==> config.mk <==
export PLATFORM = sky130hd
export DESIGN_NAME = sprite_blitter
export DESIGN_NICKNAME = d
export VERILOG_FILES = /design/src/rtl/blit_pkg.sv /design/src/rtl/blit_addr_gen.sv /design/src/rtl/sprite_blitter.sv
export SDC_FILE = /design/constraint.sdc
export NUM_CORES = 1
export LEC_CHECK = 0
export ABC_AREA = 1
export BUFFER_PORTS_ARGS = -buffer_cell sky130_fd_sc_hd__buf_2
export CAP_MARGIN = 20
export CORE_UTILIZATION = 28
export CTS_CLUSTER_SIZE = 25
export DETAILED_ROUTE_END_ITERATION = 8
export PLACE_DENSITY = 0.56
export REMOVE_ABC_BUFFERS = 1
export SLEW_MARGIN = 10
export SYNTH_ARGS = -nofsm -noshare
export SYNTH_HDL_FRONTEND = slang
export SYNTH_SLANG_ARGS = --single-unit
==> constraint.sdc <==
create_clock -name clock -period 4.7 [get_ports clock]
set_input_delay 0.47 -clock clock [delete_from_list [all_inputs] [get_ports clock]]
set_output_delay 0.47 -clock clock [all_outputs]
set_load 0.005 [all_outputs]
==> src/rtl/blit_pkg.sv <==
// blit_pkg: shared mode/state types and default screen constants for the sprite blitter.
package blit_pkg;
  localparam int DEF_SCREEN_W = 320;
  localparam int DEF_SCREEN_H = 240;
  localparam int DEF_COLOUR_W = 6;
  localparam logic [DEF_COLOUR_W-1:0] DEF_KEY_COLOUR = '1;
  typedef enum logic [1:0] {MODE_DRAW = 2'd0, MODE_ERASE = 2'd1, MODE_FILL = 2'd2} mode_e;
  typedef enum logic [2:0] {S_IDLE, S_FETCH, S_WAIT, S_EMIT, S_DONE} state_e;
endpackage

==> src/rtl/blit_addr_gen.sv <==
// blit_addr_gen: raster col/row counters, sprite/background addresses and screen clip flag.
module blit_addr_gen import blit_pkg::*; #(
  parameter int SCREEN_W = DEF_SCREEN_W,
  parameter int SCREEN_H = DEF_SCREEN_H,
  parameter int X_W = 9,
  parameter int Y_W = 8,
  parameter int DIM_W = 6,
  parameter int SPR_ADDR_W = 15,
  parameter int BG_ADDR_W = 17
) (
  input  logic                  clock,
  input  logic                  resetn,
  input  logic                  init,
  input  logic                  step,
  input  logic [SPR_ADDR_W-1:0] sprite_base,
  input  logic [X_W-1:0]        x_start,
  input  logic [Y_W-1:0]        y_start,
  input  logic [DIM_W-1:0]      width,
  input  logic [DIM_W-1:0]      height,
  output logic [SPR_ADDR_W-1:0] spr_addr,
  output logic [BG_ADDR_W-1:0]  bg_addr,
  output logic [X_W-1:0]        pix_x,
  output logic [Y_W-1:0]        pix_y,
  output logic                  clip,
  output logic                  last
);
  logic [DIM_W-1:0] col_q, col_d, row_q, row_d;
  logic [X_W:0] px;
  logic [Y_W:0] py;
  logic row_end;
  // One extra bit on the screen sums so off-screen coordinates never wrap back on.
  always_comb begin
    px = (X_W+1)'(x_start) + (X_W+1)'(col_q);
    py = (Y_W+1)'(y_start) + (Y_W+1)'(row_q);
    row_end = col_q == width - DIM_W'(1);
    last = row_end && row_q == height - DIM_W'(1);
    clip = px >= (X_W+1)'(SCREEN_W) || py >= (Y_W+1)'(SCREEN_H);
    pix_x = px[X_W-1:0];
    pix_y = py[Y_W-1:0];
    spr_addr = sprite_base + SPR_ADDR_W'(row_q) * SPR_ADDR_W'(width) + SPR_ADDR_W'(col_q);
    bg_addr = BG_ADDR_W'(py) * BG_ADDR_W'(SCREEN_W) + BG_ADDR_W'(px);
    col_d = init ? '0 : step ? (row_end ? '0 : col_q + DIM_W'(1)) : col_q;
    row_d = init ? '0 : step && row_end ? row_q + DIM_W'(1) : row_q;
  end
  always_ff @(posedge clock) begin
    if (!resetn) begin
      col_q <= '0;
      row_q <= '0;
    end else begin
      col_q <= col_d;
      row_q <= row_d;
    end
  end
endmodule

==> src/rtl/sprite_blitter.sv <==
// sprite_blitter: DRAW/ERASE/FILL rectangular blit with transparency key and screen clipping.
// Defining BLIT_COLLIDE_EN adds a DRAW-mode collision counter on collide_count.
module sprite_blitter import blit_pkg::*; #(
  parameter int SCREEN_W = DEF_SCREEN_W,
  parameter int SCREEN_H = DEF_SCREEN_H,
  parameter int X_W = 9,
  parameter int Y_W = 8,
  parameter int COLOUR_W = 6,
  parameter int MAX_W = 32,
  parameter int MAX_H = 32,
  parameter int SPR_ADDR_W = 15,
  parameter int BG_ADDR_W = 17,
  parameter int MEM_LAT = 1,
  parameter logic [COLOUR_W-1:0] KEY_COLOUR = '1,
  localparam int DIM_W = $clog2((MAX_W > MAX_H ? MAX_W : MAX_H) + 1)
) (
  input  logic                  clock,
  input  logic                  resetn,
  input  logic                  start,
  input  logic [1:0]            mode,
  input  logic [SPR_ADDR_W-1:0] sprite_base,
  input  logic [X_W-1:0]        x_start,
  input  logic [Y_W-1:0]        y_start,
  input  logic [DIM_W-1:0]      width,
  input  logic [DIM_W-1:0]      height,
  input  logic [COLOUR_W-1:0]   fill_colour,
  output logic [SPR_ADDR_W-1:0] spr_addr,
  input  logic [COLOUR_W-1:0]   spr_data,
  output logic [BG_ADDR_W-1:0]  bg_addr,
  input  logic [COLOUR_W-1:0]   bg_data,
  output logic                  pix_valid,
  input  logic                  pix_ready,
  output logic [X_W-1:0]        pix_x,
  output logic [Y_W-1:0]        pix_y,
  output logic [COLOUR_W-1:0]   pix_colour,
  output logic                  busy,
  output logic                  done,
  output logic [2*DIM_W-1:0]    collide_count
);
  localparam int LAT_W = $clog2(MEM_LAT + 1);
  state_e state_q, state_d;
  logic [1:0] mode_q, mode_d;
  logic [SPR_ADDR_W-1:0] base_q, base_d;
  logic [X_W-1:0] x_q, x_d;
  logic [Y_W-1:0] y_q, y_d;
  logic [DIM_W-1:0] w_q, w_d, h_q, h_d;
  logic [COLOUR_W-1:0] fill_q, fill_d, colour_q, colour_d, mem_colour;
  logic [LAT_W-1:0] lat_q, lat_d;
  logic init, step, clip, last, data_ok;
  blit_addr_gen #(
    .SCREEN_W(SCREEN_W), .SCREEN_H(SCREEN_H), .X_W(X_W), .Y_W(Y_W),
    .DIM_W(DIM_W), .SPR_ADDR_W(SPR_ADDR_W), .BG_ADDR_W(BG_ADDR_W)
  ) u_addr (
    .clock(clock), .resetn(resetn), .init(init), .step(step),
    .sprite_base(base_q), .x_start(x_q), .y_start(y_q), .width(w_q), .height(h_q),
    .spr_addr(spr_addr), .bg_addr(bg_addr), .pix_x(pix_x), .pix_y(pix_y),
    .clip(clip), .last(last)
  );
  assign mem_colour = mode_q == MODE_DRAW ? (spr_data == KEY_COLOUR ? bg_data : spr_data) :
                      mode_q == MODE_ERASE ? bg_data : fill_q;
  assign data_ok = lat_q == LAT_W'(MEM_LAT - 1);
  assign pix_valid = state_q == S_EMIT;
  assign busy = state_q inside {S_FETCH, S_WAIT, S_EMIT};
  assign done = state_q == S_DONE;
  assign pix_colour = colour_q;
  always_comb begin
    state_d = state_q;
    {mode_d, base_d, x_d, y_d, w_d, h_d, fill_d} = {mode_q, base_q, x_q, y_q, w_q, h_q, fill_q};
    colour_d = colour_q;
    lat_d = lat_q;
    init = 1'b0;
    step = 1'b0;
    case (state_q)
      S_IDLE: if (start) begin
        init = 1'b1;
        {mode_d, base_d, x_d, y_d, w_d, h_d, fill_d} = {mode, sprite_base, x_start, y_start, width, height, fill_colour};
        state_d = width == '0 || height == '0 ? S_DONE : S_FETCH;
      end
      // Clipped pixels skip the memory wait and emit, costing one FETCH cycle each.
      S_FETCH: begin
        lat_d = '0;
        step = clip;
        state_d = !clip ? S_WAIT : last ? S_DONE : S_FETCH;
      end
      S_WAIT: begin
        lat_d = lat_q + LAT_W'(1);
        if (data_ok) begin
          colour_d = mem_colour;
          state_d = S_EMIT;
        end
      end
      S_EMIT: if (pix_ready) begin
        step = 1'b1;
        state_d = last ? S_DONE : S_FETCH;
      end
      default: state_d = S_IDLE;
    endcase
  end
  always_ff @(posedge clock) begin
    if (!resetn) begin
      state_q <= S_IDLE;
      {mode_q, base_q, x_q, y_q, w_q, h_q, fill_q} <= '0;
      colour_q <= '0;
      lat_q <= '0;
    end else begin
      state_q <= state_d;
      {mode_q, base_q, x_q, y_q, w_q, h_q, fill_q} <= {mode_d, base_d, x_d, y_d, w_d, h_d, fill_d};
      colour_q <= colour_d;
      lat_q <= lat_d;
    end
  end
`ifdef BLIT_COLLIDE_EN
  logic [2*DIM_W-1:0] hits_q, hits_d;
  always_comb begin
    hits_d = state_q == S_IDLE && start ? '0 :
             state_q == S_WAIT && data_ok && mode_q == MODE_DRAW && bg_data != KEY_COLOUR && bg_data != '0 ?
             hits_q + (2*DIM_W)'(1) : hits_q;
  end
  always_ff @(posedge clock) begin
    if (!resetn) hits_q <= '0;
    else hits_q <= hits_d;
  end
  assign collide_count = hits_q;
`else
  assign collide_count = '0;
`endif
endmodule

# Word level (Yosys, flattened, before mapping)

Cells that the tools add are included.

Bits in registers: 74
Bits of input ports: 68
Output and inout bits: 70
Logic and storage cells: 69

$add $sub $neg: 10
$mul: 2
$lt $le $gt $ge: 2
Equality and inequality tests: 11
Mux-type cells: 16
Bitwise operators: 2
Reductions and logical operators: 14

Operators by type and width:

| cell                   | count |
|---|---|
| $mux W6                | 4 |
| $mux W3                | 6 |
| $add A17 B10 Y17       | 1 |
| $add A15 B12 Y15       | 1 |
| $add A15 B6 Y15        | 1 |
| $add A6 B1 Y6 const B  | 2 |
| $eq A6 B6 Y1           | 2 |
| $logic_not A6 Y1       | 2 |
| $mul A6 B6 Y12         | 1 |
| $pmux W3 S4            | 1 |
| $sub A6 B1 Y6 const B  | 2 |
| $mul A9 B3 Y11 const B | 1 |
| $add A9 B6 Y10         | 1 |
| $ge A10 B9 Y1 const B  | 1 |
| $add A8 B6 Y9          | 1 |
| $ge A9 B8 Y1 const B   | 1 |
| $eq A3 B2 Y1 const B   | 2 |
| $eq A6 B6 Y1 const B   | 1 |
| $ne A2 B2 Y1 const B   | 2 |
| $pmux W1 S2            | 2 |
| $reduce_and A2 Y1      | 2 |
| $eq A3 B1 Y1 const B   | 1 |
| $eq A3 B3 Y1 const B   | 1 |
| $logic_not A3 Y1       | 1 |
| 12 further kinds       | 17 |

# Depth between registers and ports, before layout

Gate-level depths: netlist of the first run.

Depth after elaboration: 6
Mapped depth: 22
Gate-level depth less buffers: 22

# By module

A second synthesis of the first run with hierarchy kept.

Cells, all modules: 952
Area, all modules: 6742.7 sq um

By module, submodules not included:

| module         | times used | cells an instance | area an instance (sq um) | seq. area each (sq um) |
|---|---|---|---|---|
| blit_addr_gen  | 1          | 595               | 4136.5                   | 240.2 |
| sprite_blitter | 1          | 357               | 2606.2                   | 1241.2 |

# Worst setup path after synthesis of the first run

No wires, ideal clock.

Path kind: reg-to-output
Start point: reg u_addr.row_q[1]
End point: out spr_addr[12]
Arrival: 4193 ps
Data required time: 4230 ps
Path slack: 37 ps
Cell stages (with the launch flop): 16
Buffers on the path: 1
Cell sequence: dfxtp_1 > clkbuf_1 > nand2_1 > fa_1 > fa_1 > inv_1 > fa_1 > inv_1 > fa_1 > inv_1 > ha_1 > nand2_1 > o21ai_0 > a31oi_1 > o21ai_0 > xor2_1

Longest elaborated chain between the ends: 3

RTL lines:

| item                   | line                 | source |
|---|---|---|
| start, declared        | blit_addr_gen.sv:27  | `logic [DIM_W-1:0] col_q, col_d, row_q, row_d;` |
| start signal, assigned | blit_addr_gen.sv:51  | `row_q <= row_d;` |
| $mul A6 B6 Y12         | blit_addr_gen.sv:40  | `spr_addr = sprite_base + SPR_ADDR_W'(row_q) * SPR_ADDR_W'(width) + SPR_ADDR_W'(col_q);` |
| $add A15 B12 Y15       | blit_addr_gen.sv:40  |  |
| $add A15 B6 Y15        | blit_addr_gen.sv:40  |  |
| end, declared          | sprite_blitter.sv:27 | `output logic [SPR_ADDR_W-1:0] spr_addr,` |

Every way passes these cells.

# Worst setup path in the final report of the first run

Start point: reg u_addr.row_q[3]
End point: out spr_addr[13]

The elaborated chain is that of the path after synthesis.

==> impl_metrics.ini, run 1 <==
[flow_run]
maxCapViolCount = 0

[logic_synthesis]
netlist.area_leader.share_pct = 21.6
synth.distinct_cells = 43
ys_seq_elements = 74
synth_ff_type = dfxtp_1
yosysSeqAreaShare_pct = 21.6
synthArstFlopShare_pct = 0
synth.area.top_cells = dfxtp_1, ha_1, nand2_1
synth_top_cell_by_area = dfxtp_1
synth_area_sq_um = 6850
synthCells = 975
synth.avg_cell_area_sq_um = 7.02
synth-edff-count = 0
yosysWarnings = 0

[layout]
fin_util_pct = 35.7
area.growth.synth_to_final_pct = 24.0
nets = 1277
final_cells = 1435
layout_common_cells = nand2_1, inv_1, buf_2, nand3_1, a21oi_1
final_common_cell = nand2_1
antenna_cells = 0
final_cell_area_sq_um = 8490
drive_gt1_share_pct = 24.0

[worst_setup_path]
slowest_stage = fa_1
cp_cell_sequence = buf_4, nand2_2, fa_1, inv_1, ha_1, inv_1, fa_1, inv_2, fa_1, ha_4, nand2_2, o21ai_2, a21oi_4, o21ai_2, a21oi_2, nor2_1, nor2_1, xnor2_1, buf_2
end_kind = output pin
cp_slowest_stage_delay_ns = 0.54
path_max_fanout = 5
required_ns = 4.23
startpoint_type = flip-flop
worstSetupPathType = reg -> out
cp_common_cell = fa_1
crit_arrival_ns = 4.14

[grt]
met1_usage_pct = 20.4
grt_pass1_vias = 6111
met2_usage_pct = 25.8
grtUsageTotal_pct = 15.3
grt_util_met3_pct = 2.31
grt_first_pass_wirelength_um = 30100
grt_max_degree = 50
grt_antenna_before_repair = 0
grt.busiest_layer = met2
grt_overflow = 0

[timing]
fmax_mhz = 217
finalHoldViolCount = 0
maxSlewViolCount = 0
finalCritPeriodShare_pct = 98.0
fin_skew_ns = 0.0110
rsz0062_at_grt = true
setup_viol = 0
maxSlewHeadroom_pct = 38.8
fin_ws_ns = 0.0938
timing.hold.ws_ns = 0.396
tns_ns = 0
finalCriticalPeriod_ns = 4.61
worst_pin_slew_ns = 0.915

[clock_network]
clock_sinks = 74
h-tree-depth = 3
clk_latency_ns = 0.35
clock_path_buffers = 2
cts-buffers-inserted = 9
clk_pin_slew_ns = 0.06
clock-root-buffer = clkbuf_16
cts_hold_buffers = 0
cts_tree = yes

[floorplanning]
rows = 56
core_sq_um = 23800
die_w_um = 158
die-area_sq_um = 25100
start_util_pct = 28.8
num_io_pins = 138
dieHeight_um = 158

[place]
dp_slack_ns = -0.0391
hpwl_um = 14800
place_congestion = 0.830
place_inst = 1406
placed_area_sq_um = 7870
portBuffers = 125

[route]
vias = 6435
via_per_inst = 4.48
drc = 0
ant_nets = 0
wirelength_um = 18700
post_drt_wl_per_cell_um = 13.0
dr.pass1.iters = 4
drt_iter0_markers = 205

[status]
outcome = finished clean

[pwr]
power-per-cell-area_nw_per_um2 = 263
finalPower_mw = 2.23
worst_ir_drop_vdd_v = 0.000172
leakagePower_nw = 4.45

[min_path]
worstHoldPathType = in -> reg
cells in the mapped netlist (2+ instances only):
| master | number |
|---|---|
| nand2_4 | 3 |
| nor2_4 | 3 |
| nand2_1 | 194 |
| nor2_1 | 51 |
| nor4_1 | 3 |
| buf_4 | 18 |
| nand3_2 | 5 |
| nand4_1 | 6 |
| o221ai_1 | 2 |
| inv_1 | 174 |
| a21oi_2 | 5 |
| nand2_2 | 8 |
| nor3_1 | 6 |
| a31oi_1 | 7 |
| xnor2_1 | 14 |
| xor2_1 | 31 |
| dfxtp_1 | 74 |
| ha_1 | 63 |
| clkbuf_1 | 28 |
| inv_2 | 2 |
| buf_1 | 3 |
| or2_1 | 3 |
| fa_1 | 35 |
| nand3_1 | 84 |
| buf_2 | 4 |
| nor2_2 | 2 |
| o211ai_1 | 6 |
| o21ai_0 | 40 |
| a21oi_1 | 87 |
report_power, final:
part	internal, mW	switching, mW
clock	0.372	0.293
combinational	0.321	0.487
sequential	0.704	0.0544
total	1.40	0.835
kinds of logic after synthesis:
group	count (synthesis)	synth area share (%)
and+or+nand+nor	373	24.5
adders and majority gates	98	21.7
DFF	74	21.6
AOI/OAI and AO/OA	152	12.1
other	1	0.0548
xor gates and xnor gates	46	5.99
buffers and inverters	231	14.0
final cells by class:
type,count,area (sq um)
inverters,176,661
repair buffers,169,995
clock buffers,10,239
well taps,319,399
fillers,2605,15300
clock inverters,6,41.3
multi-input cells,681,4650
flip-flops and latches,74,1510
worst paths after layout:
path                                 startpoint               to  slack, ns  cells past startpoint
worst min register to register        fill_q[3]        fill_q[3]       0.45                      2
worst min-delay path                 x_start[5]           x_q[5]       0.40                      3
worst max register to register  u_addr.row_q[0]  u_addr.row_q[4]       2.00                     16
worst max-delay path            u_addr.row_q[3]     spr_addr[13]       0.09                     19
state kept, by name (all words and copies together) (netlist names):
name and cells:
base_q 15, fill_q 6, h_q 6, lat_q 1, mode_q 2, pix_colour 6, state_q 3, u_addr.col_q 6
u_addr.row_q 6, w_q 6, x_q 9, y_q 8
critical path: cells and delay by family (launching register included):
kind                     cells  cell delay, ns
XOR/XNOR                     1            0.12
adder cells (fa/ha/maj)      5            2.15
AO/OA/AOI/OAI                4            0.45
buffers and inverters        5            0.41
AND/OR/NAND/NOR              4            0.30
flip-flops                   1            0.38
metal layers:
layer / vias up / part of all wire (%)
met4: 0 / 0.89
met3: 14 / 3.8
met5: - / 0
met1: 2970 / 48
li1: 3343 / -
met2: 108 / 47
what timing repair did:
action / CTS / global route
endpoints found under the setup margin: 9 / 6
pin swaps: 29 / 16
gates resized for setup: 46 / 25
setup buffers: 10 / 3
No activity file was read; power rests on OpenSTA's default activity.
==> run 2, diff against run 1 <==
ABC_AREA = unset   (was 1)
TNS_END_PERCENT = 50   (was unset)
==> impl_metrics.ini, run 2 <==
[layout]
nFillCells = 2535
nets = 1174
layout_common_cells = nand2_1, buf_2, inv_1, dfxtp_1, buf_4
final_common_cell = nand2_1
area.growth.synth_to_final_pct = 29.0
fin_util_pct = 36.9
largest_reg_flops = 15
antenna_cells = 0
final_cells = 1332
final_cell_area_sq_um = 8720
drive_gt1_share_pct = 27.8

[logic_synthesis]
yosysSeqAreaShare_pct = 21.9
synth.area.top_cells = dfxtp_1, ha_1, fa_1
synth.distinct_cells = 64
synthCells = 841
netlist_top_cells_count = nand2_1, inv_1, dfxtp_1, ha_1, a21boi_1
netlist.area_leader.share_pct = 21.9
synth_top_cell_by_area = dfxtp_1
synth-edff-count = 0
ys_seq_elements = 74
synth.avg_cell_area_sq_um = 8.04
yosysMostFrequentCell = nand2_1
synthArstFlopShare_pct = 0
yosysWarnings = 0
synth_area_sq_um = 6760
synth_ff_type = dfxtp_1

[grt]
grt_pass1_vias = 5719
grt_antenna_before_repair = 1
grtUsageTotal_pct = 14.7
grt_overflow = 0
grt_max_degree = 46
grt_first_pass_wirelength_um = 28600

[pwr]
power-per-cell-area_nw_per_um2 = 231
leakagePower_nw = 4.22
worst_ir_drop_vdd_v = 0.000108
finalPower_mw = 2.02

[timing]
worst_pin_slew_ns = 0.685
finalHoldViolCount = 0
finalCritPeriodShare_pct = 104
fmax_mhz = 204
fin_skew_ns = 0.0131
maxSlewViolCount = 0
maxSlewHeadroom_pct = 54.2
setup_viol = 5
finalCriticalPeriod_ns = 4.89
fin_ws_ns = -0.191
rsz0062_at_grt = true

[floorplanning]
num_io_pins = 138
start_util_pct = 28.6
core_sq_um = 23600
rows = 56
dieHeight_um = 157
die_w_um = 157
die-area_sq_um = 24800

[worst_setup_path]
reg2reg_depth = 11
path_max_fanout = 6
timing.rr.start = u_addr.row_q[2]
crit_arrival_ns = 4.42
r2r-end = u_addr.row_q[3]
startpoint_type = flip-flop
end_kind = output pin
worstSetupPathType = reg -> out
rrSetupSlack_ns = 1.24
required_ns = 4.23

[place]
placed_area_sq_um = 8020
place_congestion = 0.812
place_inst = 1302
portBuffers = 125
hpwl_um = 13400
dp_slack_ns = -0.155

[route]
vias = 6024
drt_iter0_markers = 242
post_drt_wl_per_cell_um = 13.0
drc = 0
ant_nets = 0
via_per_inst = 4.52
dr.pass1.iters = 4
wirelength_um = 17300

[min_path]
min_to = base_q[13]
whs_path_depth = 3
min_from = sprite_base[13]
worstHoldPathType = in -> reg

[clock_network]
cts_tree = yes
h-tree-depth = 3
clock_sinks = 74
clock-root-buffer = clkbuf_16
clk_latency_ns = 0.35
clock_path_buffers = 2
clk_pin_slew_ns = 0.07
cts-buffers-inserted = 9

[status]
violations = negative setup slack
outcome = finished, violations left

[flow_run]
maxCapViolCount = 0
==> run 2: changes by cell type in the layout (fill, tap and decap cells not counted), sizes merged, moves of 9 or more <==
cell    delta
buf       +31
o21ai     -19
inv       -82
xnor2     +22
nor2      -18
and2      +28
a21boi    +53
nor2b     +10
o21a       +9
nand2     -61
nand3     -76
a21oi     -63
==> run 2: worst max-delay path: stages (launching register included) <==
cell	delay, ns
dfxtp_2	0.35
buf_6	0.10
buf_6	0.10
buf_6	0.11
and2_4	0.13
ha_1	0.13
inv_1	0.04
fa_1	0.49
inv_2	0.05
ha_4	0.25
inv_2	0.03
fa_1	0.42
inv_1	0.07
ha_2	0.18
inv_2	0.04
fa_2	0.36
nor2b_1	0.12
o21a_1	0.17
o21ai_2	0.07
nand2b_1	0.09
a31o_1	0.19
a41oi_2	0.16
a21oi_2	0.17
xor2_1	0.14
buf_2	0.12
==> run 2: cell type report <==
type | count | area, sq um | area share [%]
Clock inverter | 7 | 60.1 | 0.688
Timing Repair Buffer | 200 | 1230 | 14.1
Inverter | 92 | 345 | 3.96
Clock buffer | 9 | 225 | 2.58
Sequential cell | 74 | 1500 | 17.1
Tap cell | 319 | 399 | 4.58
Multi-Input combinational cell | 631 | 4960 | 56.9
==> run 2: logic make-up after synthesis <==
kind of cell               after synthesis  share of synthesized area, %
adders and majority gates               98                          22.0
other                                    1                        0.0555
DFF                                     74                          21.9
and+or+nand+nor                        277                          18.8
xor gates and xnor gates                61                          7.90
AOI/OAI and AO/OA                      175                          18.9
buffers and inverters                  147                          9.16
muxes                                    8                          1.24
==> run 2: how the worst max path moves through the flow <==
stage                         start           end  slack, ns  cells past startpoint
finish                       w_q[0]  spr_addr[14]      -0.19                     24
global route        u_addr.row_q[0]   bg_addr[16]      -0.53                     20
CTS                          w_q[0]  spr_addr[12]      -0.24                     18
detailed placement  u_addr.row_q[0]   bg_addr[16]      -0.15                     20
global placement             w_q[2]  spr_addr[12]       -0.1                     18
floorplan                state_q[0]     base_q[0]      -0.04                      3
==> run 2: report_power, final <==
group	switching, mW	internal [mW]
Combinational	0.322	0.283
Sequential	0.0522	0.684
Clock	0.310	0.366
Total	0.685	1.33
==> run 2: through the flow <==
| stage | hold slack [ns] | TNS (ns) |
|---|---|---|
| finish | 0.351 | -0.720 |
| global route | 0.332 | -2.29 |
| CTS | 0.335 | -1.03 |
| detailed placement | 0.445 | -0.434 |
| global placement | 0.444 | -0.276 |
| floorplan | 0.435 | -2.30 |
==> run 2: timing repair <==
action                                 4_1_cts  5_1_grt
gates resized for setup                     54       16
endpoints found under the hold margin        0        0
pin swaps                                   43       26
setup endpoints to repair                    9       10
buffers inserted                             8        5
hold buffers                                 0        0
==> run 2: metal layers <==
layer | share of wire (%) | GRT usage [%] | up-vias
met5 | 0.058 | 0 | -
met4 | 0.94 | 4.11 | 2
met3 | 3.3 | 2.62 | 10
met2 | 46 | 23.5 | 104
met1 | 50 | 20.2 | 2791
li1 | - | - | 3117
==> run 3, diff against run 2 <==
CORE_UTILIZATION = 57   (was 28)
PLACE_DENSITY = 0.9   (was 0.56)
clock period = 4.95 ns   (was 4.7 ns; I/O delays follow)
==> impl_metrics.ini, run 3 (same netlist as run 2, synthesis figures left out) <==
[pwr]
seqPwrFrac_pct = 35.3
netSwitchingPower_mw = 0.641
leakagePower_nw = 4.11
worst_ir_drop_vdd_v = 0.000175
combPwrFrac_pct = 28.3
power.clock.fraction_pct = 36.4
internal_power_mw = 1.35
power-per-cell-area_nw_per_um2 = 240
swShare_pct = 32.2

[route]
drc = 0
post_drt_wl_per_cell_um = 15.7
drt_iter0_markers = 691
dr.pass1.iters = 5
wirelength_um = 17600
ant_nets = 0
via_per_inst = 5.66
vias = 6380

[min_path]
whs_path_depth = 3
worstHoldPathType = in -> reg

[layout]
antenna_cells = 0
layout_common_cells = nand2_1, buf_2, inv_1, dfxtp_1, ha_1
nets = 1145
drive_gt1_share_pct = 25.5
largest_reg_flops = 15
multi_input_area_sq_um = 4950
nFillCells = 814
ff_latch_area_sq_um = 1510
final_common_cell = nand2_1
final_cells = 1127
area.growth.synth_to_final_pct = 22.6

[worst_setup_path]
cp_slowest_stage_delay_ns = 0.55
cp.depth = 18
path_buf_inv = 5
cp_common_cell = fa_1
path_delay_family = adder cells
end_kind = output pin
path_max_fanout = 6
slowest_stage = fa_1
startpoint_type = flip-flop
cp_cell_sequence = and2_4, fa_1, inv_2, fa_1, inv_1, fa_1, inv_2, fa_1, inv_2, ha_4, o21a_1, o21ai_1, nand2b_1, a31o_1, a41oi_2, nor2b_4, xnor2_1, buf_2
reg2reg_depth = 11
crit_arrival_ns = 4.63
required_ns = 4.45
worstSetupPathType = reg -> out

[floorplanning]
die_w_um = 111
dieHeight_um = 111
rows = 39
num_io_pins = 138
die-area_sq_um = 12300
core_sq_um = 11500
start_util_pct = 59.0

[timing]
fin_ws_ns = -0.179
finalCritPeriodShare_pct = 104
worst_pin_slew_ns = 0.762
fin_skew_ns = 0.00581
finalCriticalPeriod_ns = 5.13
fmax_mhz = 195
rsz0062_at_grt = true
setup_viol = 3
timing.hold.ws_ns = 0.386
maxSlewViolCount = 0
maxSlewHeadroom_pct = 49.1
finalHoldViolCount = 0

[grt]
grtUsageTotal_pct = 28.1
grt_overflow = 0
grt_max_degree = 66
grt_antenna_before_repair = 0
grt_pass1_vias = 6146
grt_first_pass_wirelength_um = 28300

[clock_network]
cts_tree = yes
cts-buffers-inserted = 9
clk_pin_slew_ns = 0.06
clock-root-buffer = clkbuf_16
clock_path_buffers = 2
clock_sinks = 74
h-tree-depth = 3
clk_latency_ns = 0.34

[status]
violations = negative setup slack
outcome = finished, violations left

[place]
place_inst = 1090
hpwl_um = 11800
portBuffers = 125
place_congestion = 0.874

[flow_run]
maxCapViolCount = 0
[run 3: metrics by stage]
step	area, sq um	setup slack (ns)	setup TNS [ns]	util (%)	power, mW
2_1_floorplan	6530	0.206	0	-	1.04
3_3_place_gp	7530	0.131	0	65.7	1.21
3_5_place_dp	7530	0.0337	0	65.7	1.23
4_1_cts	8110	0.00868	0	70.7	1.96
6_report	8290	-0.179	-0.331	72.3	1.99
5_1_grt	8290	-0.367	-1.51	72.3	2.09
[run 3: worst paths after layout]
path              slack (ns)              end             from
hold reg to reg         0.46        base_q[8]        base_q[8]
setup reg to reg        1.45  u_addr.row_q[3]  u_addr.row_q[1]
hold / removal          0.39        fill_q[5]   fill_colour[5]
setup / recovery       -0.18     spr_addr[12]           w_q[0]
[run 3: layer usage]
layer  part of all wire, %  track usage, %  routed length [um]  up-vias
li1                      -               -                   -     3050
met2                    48            48.6                8480      283
met3                   5.9            5.19                1040       54
met5                     0               0                   0        -
met1                    43            34.4                7610     2993
met4                   2.9            11.6                 512        0
[run 3: area by class of cell]
cell class	instances	share of cell area, %
well taps	143	2.16
inverters	92	4.17
clock inverters	7	1.21
multi-input cells	631	59.7
clock buffers	9	2.72
repair buffers	171	11.9
flip-flops and latches	74	18.2
[run 3: worst reg2reg max path: stages, from the launching register on]
cell and delay [ns]:
dfxtp_4 0.37, buf_6 0.15, ha_4 0.25, a211o_1 0.32, a211o_1 0.31, buf_4 0.17, a2111oi_4 0.38, nand3_2 0.15
a41oi_2 0.43, o21ai_2 0.21, or4_1 0.58, nand2_1 0.13
[run 3: what timing repair did]
| item | in CTS | in global routing |
|---|---|---|
| setup buffers | 12 | 10 |
| pin swaps | 19 | 34 |
| gates resized for setup | 37 | 26 |
| hold buffers | 0 | 0 |
| endpoints found under the setup margin | 8 | 9 |
[run 3: power groups by stage]
stage	Combinational (mW)	Clock [mW]	Sequential, mW
CTS	0.534	0.727	0.699
detailed placement	0.512	0	0.713
finish	0.562	0.724	0.702
floorplan	0.333	0	0.705
global placement	0.496	0	0.710
global route	0.622	0.761	0.708
